`config.mk`:
```
export PLATFORM = sky130hd
export DESIGN_NAME = fejkon_pcie_cpl_gen
export DESIGN_NICKNAME = d
export VERILOG_FILES = /design/src/rtl/fejkon_pcie_pkg.sv /design/src/rtl/fejkon_pcie_cpl_gen.sv
export SDC_FILE = /design/constraint.sdc
export NUM_CORES = 1
export LEC_CHECK = 0
export ABC_AREA = 1
export CAP_MARGIN = 20
export CORE_MARGIN = 1.5
export CORE_UTILIZATION = 30
export CTS_BUF_LIST = sky130_fd_sc_hd__clkbuf_8
export DETAILED_ROUTE_END_ITERATION = 12
export PLACE_DENSITY = 0.72
export SKIP_CTS_REPAIR_TIMING = 1
export SLEW_MARGIN = 15
export SYNTH_ARGS = -nofsm -noshare
export SYNTH_HDL_FRONTEND = slang
export SYNTH_SLANG_ARGS = --single-unit
```
`constraint.sdc`:
```
create_clock -name clk -period 4.1 [get_ports clk]
set_input_delay 0.41 -clock clk [delete_from_list [all_inputs] [get_ports clk]]
set_output_delay 0.41 -clock clk [all_outputs]
set_load 0.005 [all_outputs]
```
`src/rtl/fejkon_pcie_pkg.sv`:
```
// Shared PCIe completion definitions: FSM states, CplD header constants
// and the bit layout of the packed memory-access response word.
package fejkon_pcie_pkg;

  typedef enum logic [1:0] {
    IDLE,
    HDR0,
    HDR1,
    PAD_DATA
  } cpl_state_e;

  localparam logic [2:0]  CPLD_FMT      = 3'b010;
  localparam logic [4:0]  CPLD_TYPE     = 5'b01010;
  localparam logic [9:0]  CPLD_LEN      = 10'd1;
  localparam logic [11:0] CPLD_BYTE_CNT = 12'd4;
  localparam logic [31:0] CPLD_DW0      =
    {CPLD_FMT, CPLD_TYPE, 14'h0, CPLD_LEN};

  localparam int RESP_REQID_LSB = 0;
  localparam int RESP_TAG_LSB   = 16;
  localparam int RESP_LADDR_LSB = 24;
  localparam int RESP_DATA_LSB  = 32;

endpackage

```
`src/rtl/fejkon_pcie_cpl_gen.sv`:
```
// Turns one memory-read response into a single-DW CplD TLP on a 64-bit
// Avalon-ST source, padding the data DW when it lands qword-aligned.
module fejkon_pcie_cpl_gen
  import fejkon_pcie_pkg::*;
#(
  parameter int COUNT_WIDTH = 32
) (
  input  logic                   clk,
  input  logic                   reset,
  input  logic [15:0]            completer_id,
  input  logic [127:0]           mem_access_resp_data,
  input  logic                   mem_access_resp_valid,
  output logic                   mem_access_resp_ready,
  output logic [63:0]            tx_st_data,
  output logic                   tx_st_valid,
  output logic                   tx_st_sop,
  output logic                   tx_st_eop,
  input  logic                   tx_st_ready,
  output logic [COUNT_WIDTH-1:0] cpl_count
);

  cpl_state_e state_q, state_d;
  logic [15:0] cid_q, cid_d;
  logic [15:0] rid_q, rid_d;
  logic [7:0]  tag_q, tag_d;
  logic [4:0]  la_q, la_d;
  logic [31:0] dat_q, dat_d;
  logic [COUNT_WIDTH-1:0] cnt_q, cnt_d;

  logic        rdy;
  logic [31:0] dw1;
  logic [31:0] dw2;
  logic        unused_resp;

  assign unused_resp = ^{mem_access_resp_data[127:64],
                         mem_access_resp_data[31:29]};

  always_ff @(posedge clk or posedge reset) begin
    if (reset) begin
      state_q <= IDLE;
      cid_q   <= '0;
      rid_q   <= '0;
      tag_q   <= '0;
      la_q    <= '0;
      dat_q   <= '0;
      cnt_q   <= '0;
    end else begin
      state_q <= state_d;
      cid_q   <= cid_d;
      rid_q   <= rid_d;
      tag_q   <= tag_d;
      la_q    <= la_d;
      dat_q   <= dat_d;
      cnt_q   <= cnt_d;
    end
  end

  always_comb begin
    state_d     = state_q;
    cid_d       = cid_q;
    rid_d       = rid_q;
    tag_d       = tag_q;
    la_d        = la_q;
    dat_d       = dat_q;
    cnt_d       = cnt_q;
    rdy         = 1'b0;
    tx_st_valid = 1'b0;
    tx_st_sop   = 1'b0;
    tx_st_eop   = 1'b0;
    tx_st_data  = '0;
    dw1 = {cid_q, 3'b000, 1'b0, CPLD_BYTE_CNT};
    dw2 = {rid_q, tag_q, 1'b0, la_q, 2'b00};
    unique case (state_q)
      IDLE: begin
        rdy = 1'b1;
        if (mem_access_resp_valid) begin
          cid_d   = completer_id;
          rid_d   = mem_access_resp_data[RESP_REQID_LSB +: 16];
          tag_d   = mem_access_resp_data[RESP_TAG_LSB +: 8];
          la_d    = mem_access_resp_data[RESP_LADDR_LSB +: 5];
          dat_d   = mem_access_resp_data[RESP_DATA_LSB +: 32];
          state_d = HDR0;
        end
      end
      HDR0: begin
        tx_st_valid = 1'b1;
        tx_st_sop   = 1'b1;
        tx_st_data  = {dw1, CPLD_DW0};
        if (tx_st_ready) state_d = HDR1;
      end
      HDR1: begin
        tx_st_valid = 1'b1;
        // Address bit 2 set: data shares the qword with DW2, no pad needed
        if (la_q[0]) begin
          tx_st_eop  = 1'b1;
          tx_st_data = {dat_q, dw2};
          if (tx_st_ready) begin
            state_d = IDLE;
            cnt_d   = cnt_q + COUNT_WIDTH'(1);
          end
        end else begin
          tx_st_data = {32'h0, dw2};
          if (tx_st_ready) state_d = PAD_DATA;
        end
      end
      PAD_DATA: begin
        tx_st_valid = 1'b1;
        tx_st_eop   = 1'b1;
        tx_st_data  = {32'h0, dat_q};
        if (tx_st_ready) begin
          state_d = IDLE;
          cnt_d   = cnt_q + COUNT_WIDTH'(1);
        end
      end
      default: state_d = IDLE;
    endcase
  end

  assign mem_access_resp_ready = rdy & ~reset;
  assign cpl_count             = cnt_q;

endmodule

```
After elaboration in Yosys (flattened, before gate mapping)
Index checks and enable logic that the tools add are counted.

Input port bits: 148. Logic and storage cells: 39. Register bits after elaboration: 111. Output and inout port bits: 100.

Add/subtract/negate cells: 1. Eq/ne operators: 7. Mux-type cells: 16. Bitwise logic cells: 2. Reductions and logical operators: 6.

Operators by type and width (number): $pmux 64 s3 (1); $mux 32 (2); $mux 64 (1); $pmux 32 s2 (1); $add 32x1->32 const B (1); $mux 2 (5); $pmux 2 s4 (1); $ne 2x2->1 const B (3); $eq 2x2->1 const B (2); $mux 1 (4); $reduce_and 2->1 (2); $ne 3x3->1 const B (1); $reduce_and 3->1 (1); $reduce_or 3->1 (1); $eq 2x1->1 const B (1); $logic_not 2->1 (1); $pmux 1 s2 (1); $reduce_bool 2->1 (1); $and 1x1->1 (1); $not 1->1 (1).

Longest topological paths before layout
Gate-level depths: netlist of the first run.

Word-level depth: 4. Mapped depth: 9. Mapped depth without buffers: 9.

Worst setup path before layout of the first run
OpenSTA, ideal clock, no wires.

Kind: register -> output. Start: reg state_q[0]. End: out tx_st_data[34]. Stages on the path, launching flop included: 7. Data required time: 3690 ps. Path buffers: 1. Path slack: 2591 ps. Data arrival time: 1099 ps. Path through: dfrtp_1 -> inv_1 -> nand2_1 -> nor2_1 -> inv_2 -> clkbuf_1 -> o21ai_0.

Word-level cells in the longest chain between the ends: 2. Elaborated cells between the ends (all ways): 4. Those cells by class: eq/ne (3); mux (1).

RTL lines: from (decl) (line fejkon_pcie_cpl_gen.sv:22) `cpl_state_e state_q, state_d;`; from (signal assigned) (line fejkon_pcie_cpl_gen.sv:48) `state_q <= state_d;`; $eq 2x2->1 or $eq 2x1->1 (tied branches) (line fejkon_pcie_cpl_gen.sv:73) `unique case (state_q)`; $pmux 64 s3 (*) (line fejkon_pcie_cpl_gen.sv:73); to (decl) (line fejkon_pcie_cpl_gen.sv:14) `output logic [63:0] tx_st_data,`.

Mark *: on every way between the ends. The rest lies on a longest branch, timed or not.

Worst setup path after layout of the first run
Start: reg state_q[1]. End: out tx_st_data[63].

The elaborated chain is that of the path after synthesis.

==> results of run 1 <==
cells by family (layout without fill, tap and decap cells):
family                     after synthesis  in the layout  share of synthesized area [%]
xor gates and xnor gates                17             17                           2.77
adders and majority gates                1              1                          0.232
and+or+nand+nor                        261            261                           20.7
DFF                                    111            111                           51.6
muxes                                   27             27                           5.65
buffers and inverters                  118            292                           8.64
AOI/OAI and AO/OA                      106            106                           10.5
power by group through the flow:
stage / registers [mW] / logic, mW / clock network [mW]
floorplan: 1.65 / 1.07 / 0
global placement: 1.69 / 2.14 / 0
detailed placement: 1.70 / 2.16 / 0
CTS: 1.68 / 2.17 / 0.731
global route: 1.72 / 2.37 / 0.767
finish: 1.68 / 2.14 / 0.697
registers in the layout, indices dropped and copies added, names as in the netlist:
signal	flops
rid_q	16
tag_q	8
state_q	2
dat_q	32
cid_q	16
la_q	5
cpl_count	32
layer usage:
metal	part of all wire [%]	track usage, %
met1	44	21.3
met2	49	28.8
met3	5.4	4.11
met4	2.1	5.67
met5	0	0
layout make-up:
cell class | instances | area (um2)
sequential | 111 | 2780
clock inverter | 5 | 65.1
fill | 1745 | 9810
multi-input combinational | 412 | 2150
timing repair buffer | 187 | 1850
clock buffer | 10 | 138
inverter | 90 | 340
tap | 225 | 282
how the worst max path moves through the flow:
stage | start | to | slack, ns | cells after the start
global placement | state_q[0]$_DFFE_PP0P_ | tx_st_data[54] | 1.02 | 7
global route | state_q[0]$_DFFE_PP0P_ | tx_st_data[49] | 0.32 | 7
finish | state_q[1]$_DFFE_PP0P_ | tx_st_data[63] | 0.63 | 7
detailed placement | state_q[1]$_DFFE_PP0P_ | tx_st_data[54] | 1.04 | 7
CTS | state_q[0]$_DFFE_PP0P_ | tx_st_data[54] | 0.57 | 7
floorplan | reset | cid_q[0]$_DFFE_PP0P_ | 0.76 | 1
stage by stage:
step           area (um2)  total power [mW]  worst slack (ns)
2_1_floorplan        5390              2.72             0.759
3_3_place_gp         7400              3.82              1.02
3_5_place_dp         7400              3.86              1.04
4_1_cts              7600              4.58             0.571
5_1_grt              7600              4.86             0.319
6_report             7600              4.51             0.634
critical path, stage by stage, from the launching register on:
cell,delay (ns)
dfrtp_1,0.68
buf_4,0.31
inv_1,0.06
nand2_1,0.43
clkinv_1,0.47
nand2_1,0.14
o21ai_0,0.11
clkdlybuf4s50_1,0.49
cells in the final DEF, fill, tap and decap left out:
| master | synthesis | layout |
|---|---|---|
| clkdlybuf4s50_1 | 0 | 180 |
| dfrtp_1 | 111 | 111 |
| nor2_1 | 100 | 100 |
| nand2_1 | 97 | 97 |
| inv_1 | 86 | 85 |
| a21oi_1 | 52 | 52 |
| nand3_1 | 33 | 33 |
| o21ai_0 | 30 | 30 |
| mux2_1 | 25 | 25 |
| o22ai_1 | 17 | 17 |
| nand4_1 | 12 | 12 |
| clkbuf_8 | 0 | 10 |
| xor2_1 | 9 | 9 |
| xnor2_1 | 8 | 8 |
| buf_4 | 2 | 7 |
| nor2_2 | 6 | 6 |
| nand3b_1 | 4 | 4 |
| nor3_1 | 4 | 4 |
| o211ai_1 | 4 | 4 |
| inv_2 | 3 | 3 |
| nor2_4 | 2 | 2 |
| o21ai_1 | 2 | 2 |
| mux2_2 | 2 | 2 |
| clkinvlp_4 | 0 | 2 |
| nand2_2 | 2 | 1 |
| nor3_2 | 1 | 1 |
| nand2_4 | 0 | 1 |
| clkinv_1 | 1 | 1 |
| inv_4 | 0 | 1 |
| o21bai_1 | 1 | 1 |
| ha_1 | 1 | 1 |
| bufinv_16 | 0 | 1 |
| inv_6 | 0 | 1 |
| inv_8 | 0 | 1 |
==> results.env, run 1 <==
SYN-CELL-AREA_UM2=5390
HORIZ_DIE_DIM_UM=137
CRIT-REG2REG-CAPTURE='tag_q[1]$_DFFE_PP0P_'
FINALNONFILLERCELLS=1040
POST_ROUTE_CELLS_DRIVE_ABOVE_1_SHARE_PCT=4.79
ROUTE.ANTENNA.REMAINING_NETS=0
DP.FINAL_HPWL_UM=10800
SYNTH.CELLS.MOST_FREQUENT='dfrtp_1 (111), nor2_1 (100), nand2_1 (97)'
VDD_DROP_MAX_uV=289
RUN_STATUS='finished clean'
CTS.REPORTEDPATHS.CLKPINSLEW_NS=0.11
SHARE_CLK_OF_TOTAL_POWER_PCT=15.4
DRT_ITER0_DRC=197
ANTENNA_CELLS=0
SHARE_OF_FLIP_FLOPS_WITH_AN_ASYNCHRONOUS_SET_OR_RESET_PCT=100
TIMING.CRITICAL_PATH.FROM_TYPE='flip-flop'
SYNTHESIS.YOSYS.WARNINGS=0
WORSTSETUPENDPOINTTYPE='output pin'
WHS_PATH_DEPTH=1
SYNTH_TOP_FLOP_CELL='dfrtp_1'
TCRIT_TCLK_FINAL_PCT=84.5
DRC=0
DRV.MAX_CAP_VIOLATION_COUNT=0
LAYOUT.CORE_UTILIZATION_PCT=43.7
CRITICAL_PATH_REQUIRED_NS=3.69
TIMING_WORST_SLEW_PIN_VALUE_NS=1.06
SETUP-TNS-FINAL_NS=0
SYNTH-SEQ-AREA-SHARE_PCT=51.6
GRT_START_MAX_NET_PINS=94
FLOW.AREA_GROWTH_FROM_SYNTHESIS_PCT=41.2
POSTSYNTHREGISTERBITS=111
SWSHARE_PCT=36.1
NETLIST_INSTANCES=641
CTS_TREE='done'
PWR-SHARE-COMB_PCT=47.4
REG2REG_DEPTH=5
GROUTE.USAGE.OVERALL_PCT=17.0
SEQ_POWER_SHARE_PCT=37.1
GLOBALROUTEOVERFLOWTOTAL=0
HOLD_WC_PATH_TYPE='flip-flop to flip-flop'
SYNTH_MOST_COMMON_CELL='dfrtp_1'
FINALWEIGHTEDCONGESTION=0.844
SYN_NETS=790
EDFF_COUNT_SYNTH=0
PORT_BUFFERS=180
POWER_PER_CELL_AREA_nW_PER_UM2=593
NUM_VIAS=4847
MIN_FROM='cid_q[15]$_DFFE_PP0P_'
NETS=960
NETLIST.TOP_CELL.BY_AREA='dfrtp_1'
CORE_AREA_UM2=17400
REPORT.FINAL.HOLD_VIOL_COUNT=0
FINALCRITICALPERIOD_NS=3.47
GRT_PASS1_WL_UM=24600
INTPOWER_mW=2.88
CTS_BUFFERS=9
NETLIST-CELL-TYPE-COUNT=29
ROUTED_WIRE_LENGTH_PER_INSTANCE_UM=14.8
DIEAREA_UM2=18800
MAX-CLOCK-PATH-BUFFERS=2
START_UTIL_PCT=30.9
VIAS_PER_CELL=4.66
FINCLKSKEW_NS=0.0169
TOTAL_LEAKAGE_POWER_nW=3.36
FIRST_GLOBAL_VIAS=4650
AVGSYNTHCELLAREA_UM2=8.40
DIE_H_UM=137
CTSHTREEMAXLEVEL=3
ROWS=48
NETLIST.AREA_LEADER.SHARE_PCT=51.6
TIMING.MAX_SLEW.REL_SLACK_PCT=29.5
WORST_R2R_STARTPOINT='state_q[1]$_DFFE_PP0P_'
DRT_PRE_ANTENNA_ITERS=4
UNREPAIRED_SETUP_ENDPOINTS_AFTER_GLOBAL_ROUTING='false'
NUMBER_OF_ANTENNA_VIOLATIONS_AT_THE_FIRST_CHECK_IN_GLOBAL_ROUTING=0
IOS=248
CELL_AT_THE_ROOT_OF_THE_CLOCK_TREE='clkbuf_8'
WORST_PATH_MAX_FANOUT=14
TOTAL_SWITCHING_POWER_mW=1.63
DRT_WL_TOTAL_UM=15400
HOLDWS_NS=0.503
TIMING.HOLD.WORST_ENDPOINT='cid_q[15]$_DFFE_PP0P_'
ARRIVAL_NS=3.06
CLOCK_LATENCY_NS=0.38
SYNTH.TOP_CELLS.BY_AREA='dfrtp_1 (52%), nor2_1 (7.0%), nand2_1 (6.8%), inv_1 (6.0%), mux2_1 (5.2%)'
FINALSETUPVIOLATIONS=0
MAX_FREQ_MHz=289
CLOCK-SINKS=111
PLACE_INST=1025
WORSTSETUPPATHTYPE='flip-flop to output pin'
FF2FF_SETUP_SLACK_NS=1.67
REPORT.FINAL.SLEW_VIOL_COUNT=0
No activity file was read; power rests on OpenSTA's default activity.
==> run 2, diff against run 1 <==
Clock period 4.1 ns to 3.5 ns, I/O delays scaled along.
==> results.env, run 2 (synthesized netlist as in run 1, its figures left out) <==
START_UTIL_PCT=30.9  # unchanged
MOSTFREQUENTLAYOUTCELL='clkdlybuf4s50_1'  # unchanged
NETS=962  # was 960
CLOCK_LATENCY_NS=0.39  # was 0.38 ns
ROUTED_WIRE_LENGTH_PER_INSTANCE_UM=14.6  # was 14.8 um
INTPOWER_mW=3.35  # was 2.88 mW
MAX-CLOCK-PATH-BUFFERS=2  # unchanged
REPORT.FINAL.SLEW_VIOL_COUNT=0  # unchanged
FIRST_GLOBAL_VIAS=4604  # was 4650
POST_ROUTE_CELLS_DRIVE_ABOVE_1_SHARE_PCT=5.13  # was 4.79%
RUN_STATUS='finished clean'  # unchanged
CORE_AREA_UM2=17400  # unchanged
GRT_PASS1_WL_UM=24500  # was 24600 um
HORIZ_DIE_DIM_UM=137  # unchanged
CRITICAL_PATH_BUF_INV_COUNT=4  # unchanged
FINALSETUPVIOLATIONS=0  # unchanged
MULTIINPUTGATEAREA_UM2=2150  # unchanged
GROUTE.USAGE.OVERALL_PCT=16.9  # was 17.0%
FINALCRITICALPERIOD_NS=2.83
TIMING_WORST_SLEW_PIN_VALUE_NS=0.856  # was 1.06 ns
GRT_START_MAX_NET_PINS=74  # was 94
FF2FF_SETUP_SLACK_NS=1.29  # was 1.67 ns
DIEAREA_UM2=18800  # unchanged
WORST_PATH_MAX_FANOUT=33  # was 14
HOLD_WC_PATH_TYPE='primary input to asynchronous set/reset pin'  # was flip-flop to flip-flop
NUM_VIAS=4806  # was 4847
CRIT-REG2REG-CAPTURE='tag_q[2]$_DFFE_PP0P_'  # was tag_q[1]$_DFFE_PP0P_
CPLARGESTDELAYFAMILY='buffers and inverters'  # unchanged
WORSTPATHCELLLIST='inv_1 -> nand2_1 -> buf_4 -> nor2_1 -> inv_2 -> o21ai_0 -> clkdlybuf4s50_1'  # was buf_4 -> inv_1 -> nand2_1 -> clkinv_1 -> nand2_1 -> o21ai_0 -> clkdlybuf4s50_1
REGISTER_AREA_UM2=2780  # unchanged
REPORT.FINAL.HOLD_VIOL_COUNT=0  # unchanged
IOS=248  # unchanged
ARRIVAL_NS=2.48  # was 3.06 ns
DRV.MAX_CAP_VIOLATION_COUNT=0  # unchanged
CTS_BUFFERS=9  # unchanged
CTS_TREE='done'  # unchanged
CTS.REPORTEDPATHS.CLKPINSLEW_NS=0.11  # about the same
WORST_R2R_STARTPOINT='state_q[1]$_DFFE_PP0P_'  # unchanged
CRITICAL_PATH_REQUIRED_NS=3.15  # was 3.69 ns
SWSHARE_PCT=36.5  # was 36.1%
DP.FINAL_HPWL_UM=10800  # about the same
UNREPAIRED_SETUP_ENDPOINTS_AFTER_GLOBAL_ROUTING='false'  # unchanged
FINCLKSKEW_NS=0.0140  # was 0.0169 ns
POWER_PER_CELL_AREA_nW_PER_UM2=693  # was 593 nW/um2
DRC=0  # unchanged
SHARE_CLK_OF_TOTAL_POWER_PCT=15.0  # was 15.4%
LAYOUT.CORE_UTILIZATION_PCT=43.8  # was 43.7%
ROUTE.ANTENNA.REMAINING_NETS=0  # unchanged
DRT_PRE_ANTENNA_ITERS=4  # unchanged
GLOBALROUTEOVERFLOWTOTAL=0  # unchanged
DRT_ITER0_DRC=246  # was 197
FLOW.AREA_GROWTH_FROM_SYNTHESIS_PCT=41.6  # was 41.2%
MOST-COMMON-LAYOUT-CELLS='clkdlybuf4s50_1 (180), dfrtp_1 (111), nor2_1 (100)'  # unchanged
WORSTSETUPENDPOINTTYPE='output pin'  # unchanged
FINALWEIGHTEDCONGESTION=0.819  # was 0.844
MAX_FREQ_MHz=354
ROWS=48  # unchanged
SEQ_POWER_SHARE_PCT=36.7  # was 37.1%
TIMING.CRITICAL_PATH.FROM_TYPE='flip-flop'  # unchanged
ANTENNA_CELLS=0  # unchanged
TIMING.MAX_SLEW.REL_SLACK_PCT=42.9  # was 29.5%
TIMING.CRITICAL_PATH.SLOWEST_STAGE_CELL='inv_2'  # was dfrtp_1
PORT_BUFFERS=180  # unchanged
DIE_H_UM=137  # unchanged
FILLCELLCOUNT=1739  # was 1745
CTSHTREEMAXLEVEL=3  # unchanged
REG2REG_DEPTH=6  # was 5
TCRIT_TCLK_FINAL_PCT=80.8
PWR-SHARE-COMB_PCT=48.3  # was 47.4%
NUMBER_OF_ANTENNA_VIOLATIONS_AT_THE_FIRST_CHECK_IN_GLOBAL_ROUTING=1  # was 0
TOTAL_SWITCHING_POWER_mW=1.93  # was 1.63 mW
CLOCK-SINKS=111  # unchanged
WORSTSETUPPATHTYPE='flip-flop to output pin'  # unchanged
SETUP-TNS-FINAL_NS=0  # unchanged
TOTAL_LEAKAGE_POWER_nW=3.38  # was 3.36 nW
VDD_DROP_MAX_uV=348  # was 289 uV
DRT_WL_TOTAL_UM=15200  # was 15400 um
CELL_AT_THE_ROOT_OF_THE_CLOCK_TREE='clkbuf_8'  # unchanged
CP_MAX_STAGE_DELAY_NS=0.51  # was 0.68 ns
VIAS_PER_CELL=4.61  # was 4.66
==> run 2: worst reg2reg max path, delay by kind of cell (launching register included) <==
family	cells	cell delay, ns
AND/OR/NAND/NOR	3	0.83
buffers and inverters	2	0.81
flip-flops	1	0.38
AO/OA/AOI/OAI	1	0.12
==> run 2: cell type report <==
type,count,share of cell area (%)
clock buffers,11,1.99
clock inverters,5,0.607
inverters,90,4.46
multi-input cells,412,28.2
well taps,225,3.69
repair buffers,189,24.7
flip-flops and latches,111,36.4
==> run 2: per-layer routing <==
metal | share of wire (%) | global-route usage (%) | wire (um) | up-vias
met2 | 49 | 28.6 | 7490 | 125
met4 | 1.9 | 5.38 | 292 | 0
met3 | 5.2 | 4.07 | 797 | 19
met5 | 0 | 0 | 0 | -
li1 | - | - | - | 2398
met1 | 44 | 21.1 | 6630 | 2264
==> run 2: how the worst max path moves through the flow <==
stage                                 from                    to  slack (ns)  cells past startpoint
floorplan                            reset  cid_q[0]$_DFFE_PP0P_        0.22                      1
global placement    state_q[0]$_DFFE_PP0P_        tx_st_data[63]        1.05                      7
detailed placement  state_q[0]$_DFFE_PP0P_         tx_st_data[2]        1.04                      7
finish              state_q[0]$_DFFE_PP0P_        tx_st_data[54]        0.67                      7
CTS                 state_q[0]$_DFFE_PP0P_        tx_st_data[54]        0.59                      7
global route        state_q[0]$_DFFE_PP0P_        tx_st_data[54]        0.38                      7
==> run 2: power groups by stage <==
stage / combinational (mW) / sequential, mW / clock [mW]
floorplan: 1.26 / 1.93 / 0
global placement: 2.54 / 1.95 / 0
detailed placement: 2.57 / 1.97 / 0
CTS: 2.59 / 1.94 / 0.828
global route: 2.83 / 2.00 / 0.873
finish: 2.55 / 1.94 / 0.791
==> run 2: through the flow <==
stage | instances | hold WS (ns) | power (mW) | setup slack [ns] | area (um2)
floorplan | 641 | 0.460 | 3.19 | 0.219 | 5390
global placement | 1027 | 0.474 | 4.49 | 1.05 | 7430
detailed placement | 1027 | 0.481 | 4.54 | 1.04 | 7430
CTS | 1043 | 0.397 | 5.36 | 0.586 | 7630
global route | 1043 | 0.423 | 5.70 | 0.384 | 7630
finish | 1043 | 0.393 | 5.28 | 0.672 | 7630
==> run 3, diff against run 2 <==
Clock period 3.5 ns to 2.95 ns, I/O delays scaled along.
==> results.env, run 3 (synthesized netlist as in run 1, its figures left out) <==
TOTAL_LEAKAGE_POWER_nW=3.39  # was 3.38 nW
GRT_PASS1_WL_UM=24600  # was 24500 um
CTS_BUFFERS=9  # unchanged
TIMING.MAX_SLEW.REL_SLACK_PCT=55.7  # was 42.9%
ROUTE.ANTENNA.REMAINING_NETS=0  # unchanged
CRIT-REG2REG-CAPTURE='cpl_count[14]$_DFFE_PP0P_'  # was tag_q[2]$_DFFE_PP0P_
DRT_WL_TOTAL_UM=15000  # was 15200 um
ROWS=48  # unchanged
WORST_R2R_STARTPOINT='state_q[1]$_DFFE_PP0P_'  # unchanged
IOS=248  # unchanged
REPORT.FINAL.HOLD_VIOL_COUNT=0  # unchanged
MET2WIRELENGTH_UM=6990  # was 7490 um
NUM_VIAS=4828  # was 4806
WORSTSETUPPATHTYPE='flip-flop to output pin'  # unchanged
DIE_H_UM=137  # unchanged
GLOBALROUTEOVERFLOWTOTAL=0  # unchanged
TIMING.CRITICAL_PATH.SLOWEST_STAGE_CELL='clkdlybuf4s50_1'  # was inv_2
PLACE_INST=1029  # was 1027
WORSTPATHCELLLIST='inv_1 -> nand2_1 -> buf_4 -> nor2_1 -> inv_4 -> o21ai_0 -> clkdlybuf4s50_1'  # was inv_1 -> nand2_1 -> buf_4 -> nor2_1 -> inv_2 -> o21ai_0 -> clkdlybuf4s50_1
START_UTIL_PCT=30.9  # unchanged
TIMING.CRITICAL_PATH.FROM_TYPE='flip-flop'  # unchanged
WL_MET1_UM=6770  # was 6630 um
DRT_ITER0_DRC=233  # was 246
REG2REG_DEPTH=7  # was 6
CLOCK_LATENCY_NS=0.39  # about the same
CTS.REPORTEDPATHS.CLKPINSLEW_NS=0.11  # about the same
HIGHEST_ROUTING_LAYER_ACTUALLY_USED='met4'  # unchanged
GROUTE.USAGE.OVERALL_PCT=16.9  # about the same
FF2FF_SETUP_SLACK_NS=1.08  # was 1.29 ns
HORIZ_DIE_DIM_UM=137  # unchanged
DIEAREA_UM2=18800  # unchanged
VIAS_PER_CELL=4.62  # was 4.61
FINCLKSKEW_NS=0.0116  # was 0.0140 ns
ROUTED_WIRE_LENGTH_PER_INSTANCE_UM=14.4  # was 14.6 um
CRIT_START='state_q[0]$_DFFE_PP0P_'  # unchanged
REPORT.FINAL.SLEW_VIOL_COUNT=0  # unchanged
FINALWEIGHTEDCONGESTION=0.830  # was 0.819
TCRIT_TCLK_FINAL_PCT=90.4
SETUP.WORST_PATH.END='tx_st_data[54]'  # unchanged
NETS=964  # was 962
MAX_FREQ_MHz=375
MAX-CLOCK-PATH-BUFFERS=2  # unchanged
FIRST_GLOBAL_VIAS=4657  # was 4604
POWER_PER_CELL_AREA_nW_PER_UM2=824  # was 693 nW/um2
DRC=0  # unchanged
MOSTFREQUENTLAYOUTCELL='clkdlybuf4s50_1'  # unchanged
ANTENNA_CELLS=0  # unchanged
DP.FINAL_HPWL_UM=10600  # was 10800 um
HOLD_WC_PATH_TYPE='primary input to asynchronous set/reset pin'  # unchanged
TIMING_WORST_SLEW_PIN_VALUE_NS=0.665  # was 0.856 ns
DRT_PRE_ANTENNA_ITERS=4  # unchanged
PORT_BUFFERS=180  # unchanged
POST_ROUTE_CELLS_DRIVE_ABOVE_1_SHARE_PCT=5.25  # was 5.13%
CELL_AT_THE_ROOT_OF_THE_CLOCK_TREE='clkbuf_8'  # unchanged
MOST-COMMON-LAYOUT-CELLS='clkdlybuf4s50_1 (180), dfrtp_1 (111), nor2_1 (100)'  # unchanged
WORSTSETUPENDPOINTTYPE='output pin'  # unchanged
FINALCRITICALPERIOD_NS=2.67
VDD_DROP_MAX_uV=385  # was 348 uV
SETUP-TNS-FINAL_NS=0  # unchanged
CTSHTREEMAXLEVEL=3  # unchanged
CTS_TREE='done'  # unchanged
WORST_PATH_MAX_FANOUT=33  # unchanged
GRT_START_MAX_NET_PINS=112  # was 74
FINALNONFILLERCELLS=1044  # was 1043
CP_MAX_STAGE_DELAY_NS=0.55  # was 0.51 ns
FLOW.AREA_GROWTH_FROM_SYNTHESIS_PCT=42.1  # was 41.6%
UNREPAIRED_SETUP_ENDPOINTS_AFTER_GLOBAL_ROUTING='false'  # unchanged
FINALSETUPVIOLATIONS=0  # unchanged
DR_WL_MET3_UM=775  # was 797 um
RUN_STATUS='finished clean'  # unchanged
DRV.MAX_CAP_VIOLATION_COUNT=0  # unchanged
CRITICAL_PATH_REQUIRED_NS=2.65  # was 3.15 ns
ARRIVAL_NS=2.37  # was 2.48 ns
CORE_AREA_UM2=17400  # unchanged
CLOCK-SINKS=111  # unchanged
NUMBER_OF_ANTENNA_VIOLATIONS_AT_THE_FIRST_CHECK_IN_GLOBAL_ROUTING=0  # was 1
==> run 3: final cells by class <==
| cell class | instances | area, um2 |
|---|---|---|
| Tap cell | 225 | 282 |
| Multi-Input combinational cell | 412 | 2150 |
| Clock buffer | 9 | 124 |
| Sequential cell | 111 | 2780 |
| Timing Repair Buffer | 191 | 1910 |
| Inverter | 90 | 344 |
| Fill cell | 1699 | 9760 |
| Clock inverter | 6 | 70.1 |
==> run 3: power by group <==
part	internal [mW]	leakage (nW)	switching, mW	total (mW)
registers	2.08	1.30	0.233	2.31
clock network	0.396	0.0936	0.554	0.950
logic	1.56	2.00	1.49	3.05
total	4.03	3.39	2.28	6.31
==> run 3: layer usage <==
metal / GRT usage (%) / vias up
li1: - / 2399
met1: 22.0 / 2263
met2: 27.0 / 138
met3: 3.96 / 28
met4: 7.13 / 0
met5: 0 / -
==> run 3: worst min-delay path by stage <==
stage	from	endpoint	slack, ns	cells after the start
after floorplan	tx_st_ready	state_q[0]$_DFFE_PP0P_	0.40	1
after global placement	rid_q[7]$_DFFE_PP0P_	rid_q[7]$_DFFE_PP0P_	0.47	1
after detailed placement	rid_q[10]$_DFFE_PP0P_	rid_q[10]$_DFFE_PP0P_	0.48	1
after CTS	mem_access_resp_data[21]	tag_q[5]$_DFFE_PP0P_	0.44	3
after global routing	mem_access_resp_data[35]	dat_q[3]$_DFFE_PP0P_	0.46	3
final	reset	cpl_count[8]$_DFFE_PP0P_	0.39	3
==> run 3: worst max-delay path, delay by kind of cell, from the launching register on <==
kind                   cells  cell delay (ns)
AO/OA/AOI/OAI              1             0.22
buffers and inverters      4             1.05
flip-flops                 1             0.45
AND/OR/NAND/NOR            2             0.27
==> run 3: stage by stage <==
stage               setup WS [ns]  power [mW]  instance area (um2)  hold slack [ns]  utilization [%]
floorplan                    1.31        3.78                 5390            0.405                -
global placement            0.586        5.36                 7460            0.475             42.8
detailed placement          0.585        5.42                 7460            0.482             42.8
CTS                         0.134        6.40                 7650            0.440             43.9
global route               0.0743        6.82                 7650            0.459             43.9
finish                      0.282        6.31                 7650            0.391             43.9
